[src/rtl/muldiv_pkg.sv]
// Shared types for the RV32M multiply/divide unit: funct3 op codes, FSM states
// and the op bit that separates multiply from divide.
package muldiv_pkg;

  typedef enum logic [2:0] {
    OP_MUL    = 3'b000,
    OP_MULH   = 3'b001,
    OP_MULHSU = 3'b010,
    OP_MULHU  = 3'b011,
    OP_DIV    = 3'b100,
    OP_DIVU   = 3'b101,
    OP_REM    = 3'b110,
    OP_REMU   = 3'b111
  } op_t;

  typedef enum logic [1:0] {
    IDLE,
    CALC,
    DONE
  } state_t;

  // op[2] = 0 selects multiply.
  localparam int MDU_MUL_BIT = 2;

endpackage

[src/rtl/muldiv_iter.sv]
// Unsigned iterative datapath: shift-add multiply or restoring divide.
// Retires BITS_PER_CYCLE steps per cycle; 'last' flags the final step.
module muldiv_iter #(
  parameter int DATA_WIDTH     = 32,
  parameter int BITS_PER_CYCLE = 1
) (
  input  logic                  clk,
  input  logic                  rst,
  input  logic                  load,
  input  logic                  step,
  input  logic                  is_mul,
  input  logic [DATA_WIDTH-1:0] op_a,
  input  logic [DATA_WIDTH-1:0] op_b,
  output logic                  last,
  output logic [DATA_WIDTH-1:0] hi,
  output logic [DATA_WIDTH-1:0] lo
);
  localparam int W     = DATA_WIDTH;
  localparam int N     = DATA_WIDTH / BITS_PER_CYCLE;
  localparam int CNT_W = $clog2(N);
  localparam logic [CNT_W-1:0] CNT_MAX = CNT_W'(N - 1);

  logic [W-1:0]     hi_q, hi_d, lo_q, lo_d, b_q, b_d;
  logic [CNT_W-1:0] cnt_q, cnt_d;
  logic [W:0]       sum, rsh;
  logic             ge;

  // hi holds the product high half / partial remainder; lo holds the
  // multiplier being consumed / dividend being replaced by quotient bits.
  always_comb begin
    hi_d  = hi_q;
    lo_d  = lo_q;
    b_d   = b_q;
    cnt_d = cnt_q;
    sum   = '0;
    rsh   = '0;
    ge    = 1'b0;
    if (load) begin
      hi_d  = '0;
      lo_d  = op_a;
      b_d   = op_b;
      cnt_d = CNT_MAX;
    end else if (step) begin
      for (int i = 0; i < BITS_PER_CYCLE; i++) begin
        if (is_mul) begin
          sum          = {1'b0, hi_d} + (lo_d[0] ? {1'b0, b_q} : '0);
          {hi_d, lo_d} = {sum, lo_d[W-1:1]};
        end else begin
          rsh  = {hi_d, lo_d[W-1]};
          ge   = (rsh >= {1'b0, b_q});
          hi_d = ge ? (rsh[W-1:0] - b_q) : rsh[W-1:0];
          lo_d = {lo_d[W-2:0], ge};
        end
      end
      cnt_d = cnt_q - CNT_W'(1);
    end
  end

  always_ff @(posedge clk) begin
    if (rst) begin
      hi_q  <= '0;
      lo_q  <= '0;
      b_q   <= '0;
      cnt_q <= '0;
    end else begin
      hi_q  <= hi_d;
      lo_q  <= lo_d;
      b_q   <= b_d;
      cnt_q <= cnt_d;
    end
  end

  assign last = (cnt_q == '0);
  assign hi   = hi_q;
  assign lo   = lo_q;

endmodule

[src/rtl/muldiv_unit.sv]
// RV32M multiply/divide unit: valid N+1 cycles after start (1 for divide-by-zero
// and signed overflow); busy holds the pipeline, flush aborts the in-flight op.
module muldiv_unit
  import muldiv_pkg::*;
#(
  parameter int DATA_WIDTH     = 32,
  parameter int BITS_PER_CYCLE = 1,
  parameter int TAG_WIDTH      = 5
) (
  input  logic                  clk,
  input  logic                  rst,
  input  logic                  start,
  input  logic [2:0]            op,
  input  logic [DATA_WIDTH-1:0] src_a,
  input  logic [DATA_WIDTH-1:0] src_b,
  input  logic [TAG_WIDTH-1:0]  tag_in,
  input  logic                  flush,
  output logic                  busy,
  output logic                  valid,
  output logic [DATA_WIDTH-1:0] result,
  output logic [TAG_WIDTH-1:0]  tag_out
);
  localparam int W = DATA_WIDTH;
  localparam logic [W-1:0] MOST_NEG = {1'b1, {(W-1){1'b0}}};

  state_t               state_q, state_d;
  op_t                  op_q, op_d;
  logic [TAG_WIDTH-1:0] tag_q, tag_d, tag_out_q, tag_out_d;
  logic                 neg_q, neg_d, neg_rem_q, neg_rem_d, fast_q, fast_d;
  logic [W-1:0]         fast_res_q, fast_res_d, res_q, res_d;

  op_t          op_in;
  logic         a_signed, b_signed, neg_a, neg_b, div_zero, div_ovf, is_fast;
  logic         accept, commit, iter_last;
  logic [W-1:0] mag_a, mag_b, fast_val, calc_res, done_val, iter_hi, iter_lo;
  logic [2*W-1:0] prod, prod_fix;

  assign op_in    = op_t'(op);
  assign a_signed = op_in inside {OP_MULH, OP_MULHSU, OP_DIV, OP_REM};
  assign b_signed = op_in inside {OP_MULH, OP_DIV, OP_REM};
  assign neg_a    = a_signed && src_a[W-1];
  assign neg_b    = b_signed && src_b[W-1];
  assign mag_a    = neg_a ? -src_a : src_a;
  assign mag_b    = neg_b ? -src_b : src_b;
  assign div_zero = (src_b == '0);
  assign div_ovf  = (op_in == OP_DIV || op_in == OP_REM) && src_a == MOST_NEG && src_b == '1;
  assign is_fast  = op_in[MDU_MUL_BIT] && (div_zero || div_ovf);
  assign accept   = (state_q == IDLE) && start && !flush;
  assign commit   = (state_q == DONE) && !flush;

  // Only divides reach the fast path, so REMU is the sole remaining case.
  always_comb begin
    case (op_in)
      OP_DIV:  fast_val = div_zero ? '1 : src_a;
      OP_DIVU: fast_val = '1;
      OP_REM:  fast_val = div_zero ? src_a : '0;
      default: fast_val = src_a;
    endcase
  end

  assign prod     = {iter_hi, iter_lo};
  assign prod_fix = neg_q ? -prod : prod;

  always_comb begin
    case (op_q)
      OP_MUL:                       calc_res = prod_fix[W-1:0];
      OP_MULH, OP_MULHSU, OP_MULHU: calc_res = prod_fix[2*W-1:W];
      OP_DIV, OP_DIVU:              calc_res = neg_q ? -iter_lo : iter_lo;
      default:                      calc_res = neg_rem_q ? -iter_hi : iter_hi;
    endcase
  end

  assign done_val = fast_q ? fast_res_q : calc_res;

  always_comb begin
    state_d    = state_q;
    op_d       = op_q;
    tag_d      = tag_q;
    neg_d      = neg_q;
    neg_rem_d  = neg_rem_q;
    fast_d     = fast_q;
    fast_res_d = fast_res_q;
    res_d      = res_q;
    tag_out_d  = tag_out_q;
    case (state_q)
      IDLE: begin
        if (accept) begin
          op_d       = op_in;
          tag_d      = tag_in;
          neg_d      = neg_a ^ neg_b;
          neg_rem_d  = neg_a;
          fast_d     = is_fast;
          fast_res_d = fast_val;
          state_d    = is_fast ? DONE : CALC;
        end
      end
      CALC: begin
        if (flush)          state_d = IDLE;
        else if (iter_last) state_d = DONE;
      end
      default: begin
        state_d = IDLE;
        if (commit) begin
          res_d     = done_val;
          tag_out_d = tag_q;
        end
      end
    endcase
  end

  always_ff @(posedge clk) begin
    if (rst) begin
      state_q    <= IDLE;
      op_q       <= OP_MUL;
      tag_q      <= '0;
      neg_q      <= 1'b0;
      neg_rem_q  <= 1'b0;
      fast_q     <= 1'b0;
      fast_res_q <= '0;
      res_q      <= '0;
      tag_out_q  <= '0;
    end else begin
      state_q    <= state_d;
      op_q       <= op_d;
      tag_q      <= tag_d;
      neg_q      <= neg_d;
      neg_rem_q  <= neg_rem_d;
      fast_q     <= fast_d;
      fast_res_q <= fast_res_d;
      res_q      <= res_d;
      tag_out_q  <= tag_out_d;
    end
  end

  muldiv_iter #(
    .DATA_WIDTH    (DATA_WIDTH),
    .BITS_PER_CYCLE(BITS_PER_CYCLE)
  ) u_iter (
    .clk   (clk),
    .rst   (rst),
    .load  (accept && !is_fast),
    .step  (state_q == CALC),
    .is_mul(!op_q[MDU_MUL_BIT]),
    .op_a  (mag_a),
    .op_b  (mag_b),
    .last  (iter_last),
    .hi    (iter_hi),
    .lo    (iter_lo)
  );

  // A flushed DONE cycle must neither pulse valid nor disturb the visible result.
  assign busy    = (state_q != IDLE);
  assign valid   = commit;
  assign result  = commit ? done_val : res_q;
  assign tag_out = commit ? tag_q : tag_out_q;

endmodule

[config.mk]
export PLATFORM = sky130hd
export DESIGN_NAME = muldiv_unit
export DESIGN_NICKNAME = d
export VERILOG_FILES = /design/src/rtl/muldiv_pkg.sv /design/src/rtl/muldiv_iter.sv /design/src/rtl/muldiv_unit.sv
export SDC_FILE = /design/constraint.sdc
export NUM_CORES = 1
export LEC_CHECK = 0
export CAP_MARGIN = 20
export CORE_ASPECT_RATIO = 0.75
export CORE_MARGIN = 3
export CORE_UTILIZATION = 35
export CTS_BUF_LIST = sky130_fd_sc_hd__clkbuf_4
export CTS_CLUSTER_SIZE = 10
export DETAILED_ROUTE_END_ITERATION = 10
export PLACE_DENSITY = 0.51
export RECOVER_POWER = 25
export SYNTH_ARGS = -nofsm -noshare
export SYNTH_HDL_FRONTEND = slang
export SYNTH_SLANG_ARGS = --single-unit
[constraint.sdc]
create_clock -name clk -period 3.7 [get_ports clk]
set_input_delay 0.37 -clock clk [delete_from_list [all_inputs] [get_ports clk]]
set_output_delay 0.37 -clock clk [all_outputs]
set_load 0.01 [all_outputs]
After elaboration in Yosys (flattened, before gate mapping) --
Index checks and enable logic that the tools add are counted.
Storage, ports and cells: bits of input ports 76, output and inout port bits 39, logic and storage cells 91, register bits after elaboration 183
Cells by class: $lt $le $gt $ge 1, reduce and logical (&&, ||, !) cells 27, equal/unequal tests 16, multiplexer cells 25, bitwise gates (word level) 1, $add $sub $neg 8
Operators with widths (number):
- $mux W32 | 14
- $pmux W32 S3 | 2
- $neg A32 Y32 | 4
- $eq A32 B32 Y1 const B | 2
- $mux W64 | 1
- $neg A64 Y64 | 1
- $add A32 B33 Y33 | 1
- $ge A33 B32 Y1 | 1
- $logic_not A32 Y1 | 1
- $sub A32 B32 Y32 | 1
- $eq A3 B3 Y1 const B | 5
- $mux W5 | 3
- $eq A3 B2 Y1 const B | 3
- $logic_and A1 B1 Y1 | 9
- $mux W2 | 4
- $eq A3 B1 Y1 const B | 2
- $reduce_or A2 Y1 | 3
- $logic_not A5 Y1 | 1
- $sub A5 B1 Y5 const B | 1
- $pmux W2 S2 | 1
- $reduce_and A2 Y1 | 2
- $reduce_bool A2 Y1 | 2
- $reduce_bool A4 Y1 | 1
- $logic_not A3 Y1 | 1
- other kinds (10) | 12

Longest topological paths before layout --
Gate-level depths: netlist (run 1).
depth after elaboration 9, depth in mapped cells 15, gate-level depth less buffers 13

Hierarchy --
From an unflattened synthesis (run 1), not the netlist that was laid out.
Unflattened totals: cells, all modules 2293, area total of the unflattened synthesis 16837.4 µm²
Modules (own cells, without submodules):
- muldiv_unit | seq. area each 1641.6 µm², times used 1, cells each 1208, area each 8501.9 µm²
- muldiv_iter | seq. area each 2021.9 µm², times used 1, cells each 1085, area each 8335.5 µm²

Worst setup path before layout (run 1) --
OpenSTA, ideal clock, no wires.
path type register to output, from register u_iter.hi_q[0] (netlist: u_iter.hi[0]), to output port result[26], required time 3330 ps, arrival time 2947 ps, slack 383 ps, cell stages (with the launch flop) 12, buffers on the path 1, cells stage by stage dfxtp_1 > clkbuf_1 > inv_1 > ha_1 > or3b_1 > or4b_2 > or3_1 > o21ai_1 > nor2_1 > a211o_1 > a221oi_2 > a21oi_2
Between the ends: word-level cells in the longest chain between the ends 5, elaborated cells on any way between the ends 7
Ends and longest elaborated chain:
- start: declaration | line muldiv_iter.sv:23 | logic [W-1:0] hi_q, hi_d, lo_q, lo_d, b_q, b_d;
- start signal: assignment | line muldiv_iter.sv:66 | hi_q <= hi_d;
- $neg A64 Y64 / $neg A32 Y32 (equally long branches) | line muldiv_unit.sv:62, muldiv_unit.sv:69
- $mux W64 / $mux W32 (equally long branches) | line muldiv_unit.sv:62, muldiv_unit.sv:69
- $pmux W32 S3 (*) | line muldiv_unit.sv:65 | case (op_q)
- $mux W32 (*) | line muldiv_unit.sv:73 | assign done_val = fast_q ? fast_res_q : calc_res;
- $mux W32 (*)
- end: declaration | line muldiv_unit.sv:20 | output logic [DATA_WIDTH-1:0] result,
Every way passes the cells marked *; elsewhere a longest branch is shown, timed or not.

Worst setup path after layout (run 1) --
from register u_iter.lo_q[2] (netlist: u_iter.lo[2]), to output port result[26]
Between the ends: word-level cells in the longest chain between the ends 5, elaborated cells on any way between the ends 7
Ends and longest elaborated chain:
- start: declaration | line muldiv_iter.sv:23
- start signal: assignment | line muldiv_iter.sv:67 | lo_q <= lo_d;
- $neg A64 Y64 / $neg A32 Y32 (equally long branches) | line muldiv_unit.sv:62, muldiv_unit.sv:68
- $mux W64 / $mux W32 (equally long branches) | line muldiv_unit.sv:62, muldiv_unit.sv:68
- $pmux W32 S3 (*) | line muldiv_unit.sv:65
- $mux W32 (*) | line muldiv_unit.sv:73
- $mux W32 (*)
Marks and branches as above.

==> summary.md, run 1 <==
| Metric | Value |
|---|---|
| Switching Fraction | `43.2%` |
| CP required | `3330 ps` |
| RD Place Congestion | `0.946` |
| Non-Filler Instances | `2928` |
| P&R area growth vs syn | `28.1%` |
| Die ar. | `46900 um^2` |
| Power Density | `333 nW/um^2` |
| CP max-delay cell | `or3_4` |
| Worst setup margin | `-163 ps` |
| Clk network pwr share | `17.4%` |
| Post-route cell area | `19800 um^2` |
| CP cell instances | `or3_4 > nor3b_4 > nand3_2 > buf_6 > o31ai_4 > buf_4 > a21bo_1 > a211o_1 > a221oi_2 > a21oi_2 > buf_2` |
| Total gr overflow | `0` |
| Clock-pin transition on the worst setup and hold timing paths | `190 ps` |
| Slowest stage delay, CP | `420 ps` |
| Max Transition Viols Final | `43` |
| Layout cells sized above 1 | `21.2%` |
| Syn Area/Cell | `7.28 um^2` |
| Hold_sp | `tag_in[4]` |
| Net Sw Power | `0.00285 W` |
| RSZ-0062 raised after global routing | `yes` |
| DP Area | `18400 um^2` |
| Setup slack after placement | `-26.8 ps` |
| Nets@finish | `2485` |
| Root Buffer | `clkbuf_4` |
| Crit path time final | `3860 ps` |
| Largest net degree at the start of global routing | `67` |
| Comb pwr share | `48.6%` |
| Synth top area cells | `dfxtp_1 24%, a21oi_1 6.9%, xnor2_1 5.8%, nor2_1 5.7%, ha_1 5.7%` |
| Post-synth top area share | `23.6%` |
| Die H | `188 um` |
| Clock latency on the worst-skew pair | `660 ps` |
| Die X | `249 um` |
| Minimum hold slack | `230 ps` |
| CTS tree | `yes` |
| Syn Std Cell Area | `15500 um^2` |
| Failing checks | `capacitance limit, slew limit, setup timing` |
| WP data arrival | `3490 ps` |
| Final Hold Viols | `0` |
| Post-synth EDFFs | `0` |
| Tcrit/Tclk final | `104%` |
| Most common flop cell mapped by yosys | `dfxtp_1` |
| Netlist cell types | `87` |
| GRT Util Overall | `27.6%` |
| Placed Cells | `2865` |
| Worst Path Max Fanout | `4` |
| FP Rows | `66` |
| Seq cells post-synth | `183` |
| Core footprint | `43500 um^2` |
| Initial antenna violation count | `4` |
| F_max | `259 MHz` |
| Part of the power in registers | `34.0%` |
| Syn Inst Count | `2130` |
| Worst IR drop on VDD | `0.195 mV` |
| Drt wl/cell | `23.0 um` |
| Internal power | `0.00376 W` |
| Synth warn | `0` |
| Static Leak | `7.78 nW` |
| Status | `finished, violations left` |
| Clock sinks | `183` |
| DRC Markers | `0` |
| Tightest Pin Transition | `2130 ps` |
| Iter 0 DRT Violations | `1727` |
| DRT Wirelength | `67500 um` |
| Max clock buf depth | `2` |
| Number of global-route vias before repair | `16000` |
| HPWL after DPL | `51800 um` |
| Post-CTS Hold Buffers | `0` |
| Post-synthesis sequential area ratio | `23.6%` |
| Num ports | `115` |
| Initial Util | `35.6%` |
| Synth async-reset ratio | `0%` |
| Final antenna-violating net count | `0` |
| Kind of critical path | `reg -> out` |
| Worst Setup SP | `u_iter.lo[2]` |
| Hold Path Class | `in -> reg` |
| Worst Setup Start Kind | `flip-flop` |
| # setup viols final | `18` |
| CTS HTree Levels | `4` |
| First-pass GRT wire length | `99600 um` |
| Synth Net Count | `2279` |
| Max-cap viol count | `1` |
| Rel. slew slack | `-41.8%` |
| Synth area leader | `dfxtp_1` |
| Via count | `17000` |
| Port bufs | `114` |
| Reg2reg start | `u_iter.hi[21]` |
| Vias/cell | `5.81` |
| Cts bufs inserted | `17` |
| Clock skew | `39.6 ps` |
| Crit. End Element | `output pin` |
| Router iterations before antenna repair | `6` |
synthesized netlist by cell type (15+ instances only):
| cell type | n |
|---|---|
| nand3_1 | 33 |
| xnor2_1 | 103 |
| clkbuf_1 | 128 |
| nand2b_1 | 17 |
| o41ai_1 | 15 |
| and2_1 | 15 |
| nor2_1 | 237 |
| ha_1 | 71 |
| buf_1 | 15 |
| o21ai_0 | 155 |
| dfxtp_1 | 183 |
| inv_1 | 67 |
| xor2_1 | 81 |
| o31ai_1 | 34 |
| nand2_1 | 179 |
| a21o_1 | 25 |
| nor2b_1 | 37 |
| or3_1 | 32 |
| mux2_2 | 17 |
| nor4_1 | 18 |
| nand4_1 | 22 |
| nor3_1 | 76 |
| a21oi_1 | 214 |
| mux2i_1 | 40 |
| or4_1 | 15 |
| a211oi_1 | 71 |
cells by family (layout without fill, tap and decap cells):
| logic type | after synthesis | in the layout | synth area share [%] |
|---|---|---|---|
| AND/OR/NAND/NOR | 739 | 739 | 23.0 |
| AO/OA/AOI/OAI | 672 | 672 | 27.5 |
| buffers and inverters | 222 | 441 | 5.60 |
| XOR/XNOR | 184 | 184 | 10.4 |
| flip-flops | 183 | 183 | 23.6 |
| adder cells (fa/ha/maj) | 73 | 73 | 5.99 |
| multiplexers | 57 | 57 | 3.82 |
| other | 0 | 1 | 0 |
cells in the final DEF (no fill, tap or decap), types with 11 or more instances in the layout:
| master | n |
|---|---|
| mux2_2 | 16 |
| clkdlybuf4s50_1 | 78 |
| nand4_1 | 22 |
| buf_4 | 199 |
| dfxtp_2 | 12 |
| a211oi_1 | 61 |
| clkbuf_4 | 17 |
| inv_1 | 65 |
| nand2b_1 | 16 |
| o21ai_1 | 11 |
| and3_1 | 12 |
| nor4_1 | 13 |
| o21ai_2 | 11 |
| xor2_1 | 73 |
| a21o_1 | 25 |
| nor3_1 | 75 |
| nand3_1 | 29 |
| o21ai_0 | 131 |
| or3_1 | 26 |
| nor2_1 | 231 |
| a21oi_1 | 197 |
| xnor2_1 | 92 |
| a221oi_1 | 11 |
| dfxtp_1 | 170 |
| nand2_1 | 176 |
| xnor2_2 | 11 |
| buf_2 | 28 |
| a21oi_2 | 17 |
| mux2i_1 | 39 |
| o211ai_1 | 11 |
| buf_6 | 18 |
| and2_1 | 15 |
| nor2b_1 | 36 |
| o31ai_1 | 21 |
| ha_1 | 70 |
metal layers:
metal | part of all wire [%] | track usage, % | up-vias
met2 | 40 | 37.9 | 678
li1 | - | - | 8111
met5 | 0.044 | 0 | -
met4 | 1.9 | 6.19 | 4
met3 | 10 | 9.36 | 82
met1 | 48 | 41.0 | 8137
through the flow:
step                utilization [%]  TNS [ps]  power, W
floorplan                         -         0   0.00387
global placement               42.2     -23.4   0.00504
detailed placement             42.2      -102   0.00506
CTS                            44.2     -1680   0.00641
global route                   45.6     -5820   0.00696
finish                         45.6     -1090   0.00661
state kept, by name, indices dropped and copies added, names as in the netlist:
register and flops:
state_q 2, u_iter.hi 32, u_iter.lo 32, tag_q 5
u_iter.cnt_q 5, op_q 3, fast_res_q 32, u_iter.b_q 32
tag_out_q 5, neg_rem_q 1, fast_q 1, neg_q 1
res_q 32
final timing paths:
path | end | slack [ps] | depth (start not counted)
max | result[26] | -160 | 11
min | tag_q[4] | 230 | 3
min reg2reg | tag_q[0] | 470 | 2
max reg2reg | u_iter.hi[3] | 160 | 12
critical path, delay by kind of cell (launching register included):
family	cells	cell delay [ps]
flip-flops	1	360
AND/OR/NAND/NOR	3	930
AO/OA/AOI/OAI	5	1080
buffers and inverters	3	480
power groups by stage:
stage / Combinational, W / Clock, W / Sequential [W]
after floorplan: 0.00163 / 0 / 0.00224
after global placement: 0.00277 / 0 / 0.00228
after detailed placement: 0.00278 / 0 / 0.00228
after CTS: 0.00298 / 0.00118 / 0.00224
after global routing: 0.00343 / 0.00126 / 0.00227
final: 0.00321 / 0.00115 / 0.00225
area by class of cell:
| type | instances | area [um^2] |
|---|---|---|
| fill | 4437 | 23700 |
| multi-input combinational | 1725 | 12000 |
| sequential | 183 | 3680 |
| timing repair buffer | 342 | 2890 |
| tap | 578 | 723 |
| inverter | 67 | 251 |
| clock inverter | 15 | 138 |
| clock buffer | 17 | 128 |
| antenna | 1 | 2.50 |
repair_timing:
item                       4_1_cts  5_1_grt
cloned                           0        1
resized for setup              256      120
buffers inserted                21       13
setup endpoints to repair       32       40
pin swaps                       76       56
(Power assumes the default switching activity.)
==> run 2: changes to the inputs <==
--- a/config.mk
+++ b/config.mk
@@ -14,6 +14,7 @@
 export DETAILED_ROUTE_END_ITERATION = 10
 export PLACE_DENSITY = 0.51
 export RECOVER_POWER = 25
+export SETUP_SLACK_MARGIN = 0.15
 export SYNTH_ARGS = -nofsm -noshare
 export SYNTH_HDL_FRONTEND = slang
 export SYNTH_SLANG_ARGS = --single-unit
==> run 2 against run 1 <==
  * The flow still finishes with violations (capacitance limit, slew limit, setup timing)
  * Cell count is 0.34% higher
  * Clock skew grew 3.2 ps
  * Power about the same
  * Sequential share of layout area about the same
  * Non-clock buffer count grew 8
  * Global-route usage up 0.076 points
  * Critical path depth is the same
  * Maximum frequency hardly changed
  * Count of clock-buffer cells in the layout did not move
==> summary.md, run 2 (same netlist as run 1, synthesis figures left out) <==
| Metric | Value |
|---|---|
| Max-cap viol count | `1 (unchanged)` |
| Crit path time final | `3860 ps (+0.543 ps)` |
| F_max | `259 MHz (about the same)` |
| Root Buffer | `clkbuf_4` |
| Clock latency on the worst-skew pair | `670 ps (about the same)` |
| Largest net degree at the start of global routing | `67 (unchanged)` |
| Reg2Reg Capture Point | `u_iter.hi[3]` |
| Tcrit/Tclk final | `104% (about the same)` |
| Max clock buf depth | `2 (unchanged)` |
| Num ports | `115 (unchanged)` |
| WP data arrival | `3490 ps (about the same)` |
| Worst Path Max Fanout | `4 (unchanged)` |
| Crit. End Element | `output pin` |
| R2R depth | `12 (unchanged)` |
| Highest routed layer | `met5` |
| Vias/cell | `5.82 (+0.25%)` |
| Reg2reg start | `u_iter.hi[21]` |
| First-pass GRT wire length | `99900 um (+0.23%)` |
| Wire length on met1 | `32200 um (-0.91%)` |
| Clock skew | `42.9 ps (+3.24 ps)` |
| Rel. slew slack | `-43.1% (-1.3 points)` |
| # setup viols final | `23 (+5)` |
| Hold Path Stages | `3 (unchanged)` |
| Router iterations before antenna repair | `5 (-1)` |
| Met2 WL | `26800 um (-0.22%)` |
| Via count | `17100 (+0.59%)` |
| Worst setup margin | `-164 ps (-0.543 ps)` |
| P&R area growth vs syn | `28.5%` |
| Nets@finish | `2493 (+0.32%)` |
| Hold Path Class | `in -> reg` |
| Worst Setup Start Kind | `flip-flop` |
| Drt wl/cell | `22.9 um (-0.47%)` |
| DP Area | `18400 um^2 (unchanged)` |
| Clock sinks | `183 (unchanged)` |
| Commonest non-fill, non-tap cells in the layout | `227 x nor2_1, 206 x buf_4, 194 x a21oi_1` |
| WL met3 | `7030 um (+2.6%)` |
| Minimum hold slack | `218 ps (-11.8 ps)` |
| Die H | `188 um (unchanged)` |
| Initial antenna violation count | `5 (+1)` |
| CP required | `3330 ps (about the same)` |
| Status | `finished, violations left` |
| Static Leak | `7.82 nW (+0.48%)` |
| Power Density | `332 nW/um^2 (-0.35%)` |
| DRT Wirelength | `67400 um (-0.13%)` |
| DRC Markers | `0 (unchanged)` |
| Port bufs | `114 (unchanged)` |
| Worst IR drop on VDD | `0.195 mV (about the same)` |
| FP Rows | `66 (unchanged)` |
| Number of global-route vias before repair | `16000 (+0.17%)` |
| Cts bufs inserted | `17 (unchanged)` |
| Worst R2R Setup Slack | `280 ps (+120 ps)` |
| Total gr overflow | `0 (unchanged)` |
| Failing checks | `capacitance limit, slew limit, setup timing` |
| Core footprint | `43500 um^2 (unchanged)` |
| CTS tree | `yes` |
| Commonest non-fill, non-tap cell in the layout | `nor2_1` |
| Tightest Pin Transition | `2150 ps (+19.5 ps)` |
| CTS HTree Levels | `4 (unchanged)` |
| Hold_sp | `tag_in[4]` |
| Die X | `249 um (unchanged)` |
| Die ar. | `46900 um^2 (unchanged)` |
| Iter 0 DRT Violations | `1641 (-5.0%)` |
| HPWL after DPL | `51800 um (unchanged)` |
| Final Hold Viols | `0 (unchanged)` |
| Max Transition Viols Final | `43 (unchanged)` |
| Layout cells sized above 1 | `22.1% (+0.90 points)` |
| GRT Util Overall | `27.7% (+0.076 points)` |
| RD Place Congestion | `0.946 (unchanged)` |
| Initial Util | `35.6% (unchanged)` |
| Post-CTS Hold Buffers | `0 (unchanged)` |
| Hold endpoint | `tag_q[4]` |
| RSZ-0062 raised after global routing | `yes` |
| Final antenna-violating net count | `0 (unchanged)` |
| Post-route cell area | `19900 um^2 (+0.32%)` |
| Kind of critical path | `reg -> out` |
| Clock-pin transition on the worst setup and hold timing paths | `190 ps (about the same)` |
## run 2: cell types whose count changed in the layout (fill, tap and decap cells not counted), sizes merged
cell	change
diode	+2
clkbuf	+1
buf	+8
dlygate4sd2	-1
## run 2: worst max-delay path, stage by stage, from the launching register on
cell and delay, ps:
dfxtp_2 350, or4_4 560, nor3_4 210, nand3_2 180
o31a_1 310, xor2_2 190, a221oi_2 280, o31ai_2 110
a21oi_2 260, buf_4 190, o31ai_2 60, buf_2 150
## run 2: per-stage QoR
step | std cells | utilization [%] | TNS (ps) | setup slack (ps) | power (W)
2_1_floorplan | 2130 | - | 0 | 383 | 0.00387
3_3_place_gp | 2865 | 42.2 | -23.4 | -14.5 | 0.00504
3_5_place_dp | 2865 | 42.2 | -102 | -26.8 | 0.00506
4_1_cts | 2921 | 44.6 | -1690 | -184 | 0.00645
5_1_grt | 2937 | 45.7 | -7040 | -356 | 0.00696
6_report | 2938 | 45.8 | -1620 | -164 | 0.00661
## run 2: how the worst max path moves through the flow
stage / start / slack, ps / cells after the start / end
finish: u_iter.lo[6] / -160 / 11 / result[17]
global route: u_iter.lo[6] / -360 / 11 / result[17]
CTS: u_iter.lo[6] / -180 / 11 / result[26]
detailed placement: u_iter.hi[12] / -30 / 10 / result[25]
global placement: u_iter.hi[1] / -10 / 11 / result[26]
floorplan: u_iter.hi[0] / 380 / 11 / result[26]
## run 2: layer usage
metal	up-vias	global-route usage [%]
li1	8130	-
met5	-	0
met3	90	9.25
met4	4	6.26
met1	8211	41.2
met2	677	38.0
## run 2: power by group
part	leakage (nW)	internal (W)	total [W]	switching [W]
combinational	6.17	0.00135	0.00321	0.00186
sequential	1.50	0.00212	0.00225	0.000134
clock	0.144	0.000294	0.00115	0.000853
total	7.82	0.00376	0.00661	0.00285
## run 2: area by class of cell
type	instances	area (um^2)
Tap cell	578	723
Sequential cell	183	3680
Inverter	67	251
Clock inverter	15	138
Multi-Input combinational cell	1725	12000
Antenna cell	3	7.51
Timing Repair Buffer	350	2950
Fill cell	4441	23600
Clock buffer	17	128
## run 2: repair_timing
item / 4_1_cts / 5_1_grt
gates cloned: 0 / 1
endpoints found under the setup margin: 35 / 57
setup buffers: 24 / 13
resized for setup: 301 / 93
pin swaps: 84 / 60
==> run 3: changes to the inputs <==
--- a/config.mk
+++ b/config.mk
@@ -6,7 +6,7 @@
 export NUM_CORES = 1
 export LEC_CHECK = 0
 export CAP_MARGIN = 20
-export CORE_ASPECT_RATIO = 0.75
+export CORE_ASPECT_RATIO = 0.7
 export CORE_MARGIN = 3
 export CORE_UTILIZATION = 35
 export CTS_BUF_LIST = sky130_fd_sc_hd__clkbuf_4
==> constraint.sdc (replaced) <==
create_clock -name clk -period 4.5 [get_ports clk]
set_input_delay 0.45 -clock clk [delete_from_list [all_inputs] [get_ports clk]]
set_output_delay 0.45 -clock clk [all_outputs]
set_load 0.01 [all_outputs]
==> run 3 against run 2 <==
  * The flow finishes with violations (capacitance limit, slew limit)
  * Non-clock buffer count fell by 135
  * Cell count down 4.4%
  * Sequential cell count did not move
  * Critical path type unchanged
==> summary.md, run 3 (same netlist as run 1, synthesis figures left out) <==
| Metric | Value |
|---|---|
| Max clock buf depth | `2 (unchanged)` |
| Cell mode on critical path | `buf_4` |
| GRT Util Overall | `27.2% (-0.44 points)` |
| Clock sinks | `183 (unchanged)` |
| CTS HTree Levels | `4 (unchanged)` |
| Die ar. | `46900 um^2 (about the same)` |
| CP cell instances | `or4_4 > nor3_4 > buf_4 > nand3_4 > buf_4 > or2_2 > nor4_1 > a31oi_1 > and3_1 > o21ai_2 > dlygate4sd2_1` |
| Initial Util | `36.0% (+0.40 points)` |
| Vias/cell | `6.01 (+3.1%)` |
| RD Place Congestion | `0.952 (+0.60%)` |
| P&R area growth vs syn | `17.7%` |
| Num ports | `115 (unchanged)` |
| Tightest Pin Transition | `2440 ps (+291 ps)` |
| RSZ-0062 raised after global routing | `yes` |
| Max Transition Viols Final | `43 (unchanged)` |
| Layout cells sized above 1 | `11.9% (-10 points)` |
| Drt wl/cell | `23.5 um (+2.4%)` |
| Largest net degree at the start of global routing | `93 (+39%)` |
| Post-CTS Hold Buffers | `0 (unchanged)` |
| Router iterations before antenna repair | `7 (+2)` |
| Worst setup margin | `253 ps (+417 ps)` |
| Worst Setup Start Kind | `flip-flop` |
| DP Area | `17300 um^2 (-5.7%)` |
| Register area | `3700 um^2 (+0.54%)` |
| Worst Path Max Fanout | `8 (+4)` |
| F_max | `235 MHz` |
| Worst IR drop on VDD | `0.173 mV (-12%)` |
| Status | `finished, violations left` |
| Max-cap viol count | `1 (unchanged)` |
| Final Hold Viols | `0 (unchanged)` |
| Final Util | `42.4% (-3.4 points)` |
| Kind of critical path | `reg -> out` |
| Tcrit/Tclk final | `94.4%` |
| Cts bufs inserted | `17 (unchanged)` |
| Number of global-route vias before repair | `15400 (-3.6%)` |
| Setup TNS | `0 ps (+1620 ps)` |
| DRT Wirelength | `66000 um (-2.1%)` |
| Area used by multi-input combinational logic | `11300 um^2 (-5.8%)` |
| Slowest stage delay, CP | `570 ps (about the same)` |
| WP data arrival | `3800 ps (+310 ps)` |
| CP required | `4050 ps (+720 ps)` |
| FP Rows | `63 (-4.5%)` |
| Core footprint | `43000 um^2 (-1.1%)` |
| Post-route cell area | `18200 um^2 (-8.4%)` |
| Pwr Total | `0.00524 W (-21%)` |
| Power Density | `287 nW/um^2 (-14%)` |
| Root Buffer | `clkbuf_4` |
| Clock skew | `44.6 ps (+1.68 ps)` |
| Commonest non-fill, non-tap cells in the layout | `235 x nor2_1, 211 x a21oi_1, 178 x nand2_1` |
| Setup slack after placement | `365 ps (+392 ps)` |
| # fillers | `4571 (+2.9%)` |
| Crit-path leading delay family | `simple AND/OR/NAND/NOR gates` |
| Clock latency on the worst-skew pair | `680 ps (about the same)` |
| DRC Markers | `0 (unchanged)` |
| CP max-delay cell | `or4_4` |
| Failing checks | `capacitance limit, slew limit` |
| Die X | `257 um (+3.4%)` |
| Rel. slew slack | `-62.5% (-19 points)` |
| Nets@finish | `2359 (-5.4%)` |
| Initial antenna violation count | `5 (unchanged)` |
| Hold Path Class | `in -> reg` |
| # setup viols final | `0 (-100%)` |
| Commonest non-fill, non-tap cell in the layout | `nor2_1` |
| Total gr overflow | `0 (unchanged)` |
| CTS tree | `yes` |
| First-pass GRT wire length | `97700 um (-2.1%)` |
| WP buf/inv | `3 (+1)` |
| Crit. End Element | `output pin` |
| Die H | `182 um (-3.3%)` |
| Iter 0 DRT Violations | `2109 (+29%)` |
| Static Leak | `7.13 nW (-8.9%)` |
| HPWL after DPL | `50100 um (-3.4%)` |
| Final antenna-violating net count | `0 (unchanged)` |
| Clock-pin transition on the worst setup and hold timing paths | `220 ps (+30 ps)` |
| Port bufs | `114 (unchanged)` |
| Crit path time final | `4250 ps` |
| Via count | `16900 (-1.4%)` |
## run 3: cell count changes in the layout (fill, tap and decap cells not counted), sizes merged, moves of 2 or more
cell           change
clkbuf             +5
clkdlybuf4s50      +2
buf              -166
diode              -2
clkdlybuf4s15      +2
dlymetal6s2s      +11
dlygate4sd2       +12
## run 3: worst register-to-register path, cell delays in order (launching register included)
cell       delay [ps]
dfxtp_1           680
ha_1              380
a211oi_1          270
o21bai_1          200
nand4bb_1         430
a21o_1            300
a21oi_1           330
a31o_2            370
buf_12            230
mux2_2            360
o21ai_0           180
o21ai_0           130
## run 3: final timing paths
kind | start | end | slack (ps) | depth (start not counted)
max | u_iter.lo[6] | result[29] | 250 | 11
min | tag_in[4] | tag_q[4] | 280 | 3
max reg2reg | u_iter.hi[5] | u_iter.hi[9] | 480 | 11
min reg2reg | tag_q[4] | tag_q[4] | 470 | 2
## run 3: cell type report
class / count / area share (%)
Clock inverter: 15 / 1.09
Tap cell: 585 / 4.01
Antenna cell: 1 / 0.0137
Timing Repair Buffer: 215 / 10.4
Inverter: 67 / 1.39
Clock buffer: 17 / 0.699
Sequential cell: 183 / 20.3
Multi-Input combinational cell: 1726 / 62.1
## run 3: power by group
| part | internal (W) | leakage (nW) | switching [W] |
|---|---|---|---|
| clock network | 0.000321 | 0.171 | 0.000780 |
| logic | 0.000883 | 5.45 | 0.00136 |
| registers | 0.00174 | 1.51 | 0.000151 |
## run 3: stage by stage
step / hold WS, ps / instances
after floorplan: 437 / 2130
after global placement: 447 / 2744
after detailed placement: 451 / 2744
after CTS: 233 / 2797
after global routing: 231 / 2809
final: 280 / 2809
## run 3: per-layer routing
| metal | track usage [%] | wire length [um] | vias to the layer above |
|---|---|---|---|
| met5 | 0 | 0 | - |
| met2 | 35.2 | 24800 | 801 |
| li1 | - | - | 7858 |
| met4 | 4.28 | 832 | 0 |
| met3 | 9.97 | 8740 | 63 |
| met1 | 42.3 | 31600 | 8152 |
## run 3: repair_timing
item	4_1_cts	5_1_grt
setup endpoints to repair	31	25
buffers inserted	21	10
cloned	0	1
gates resized for setup	79	71
pin swaps	9	13
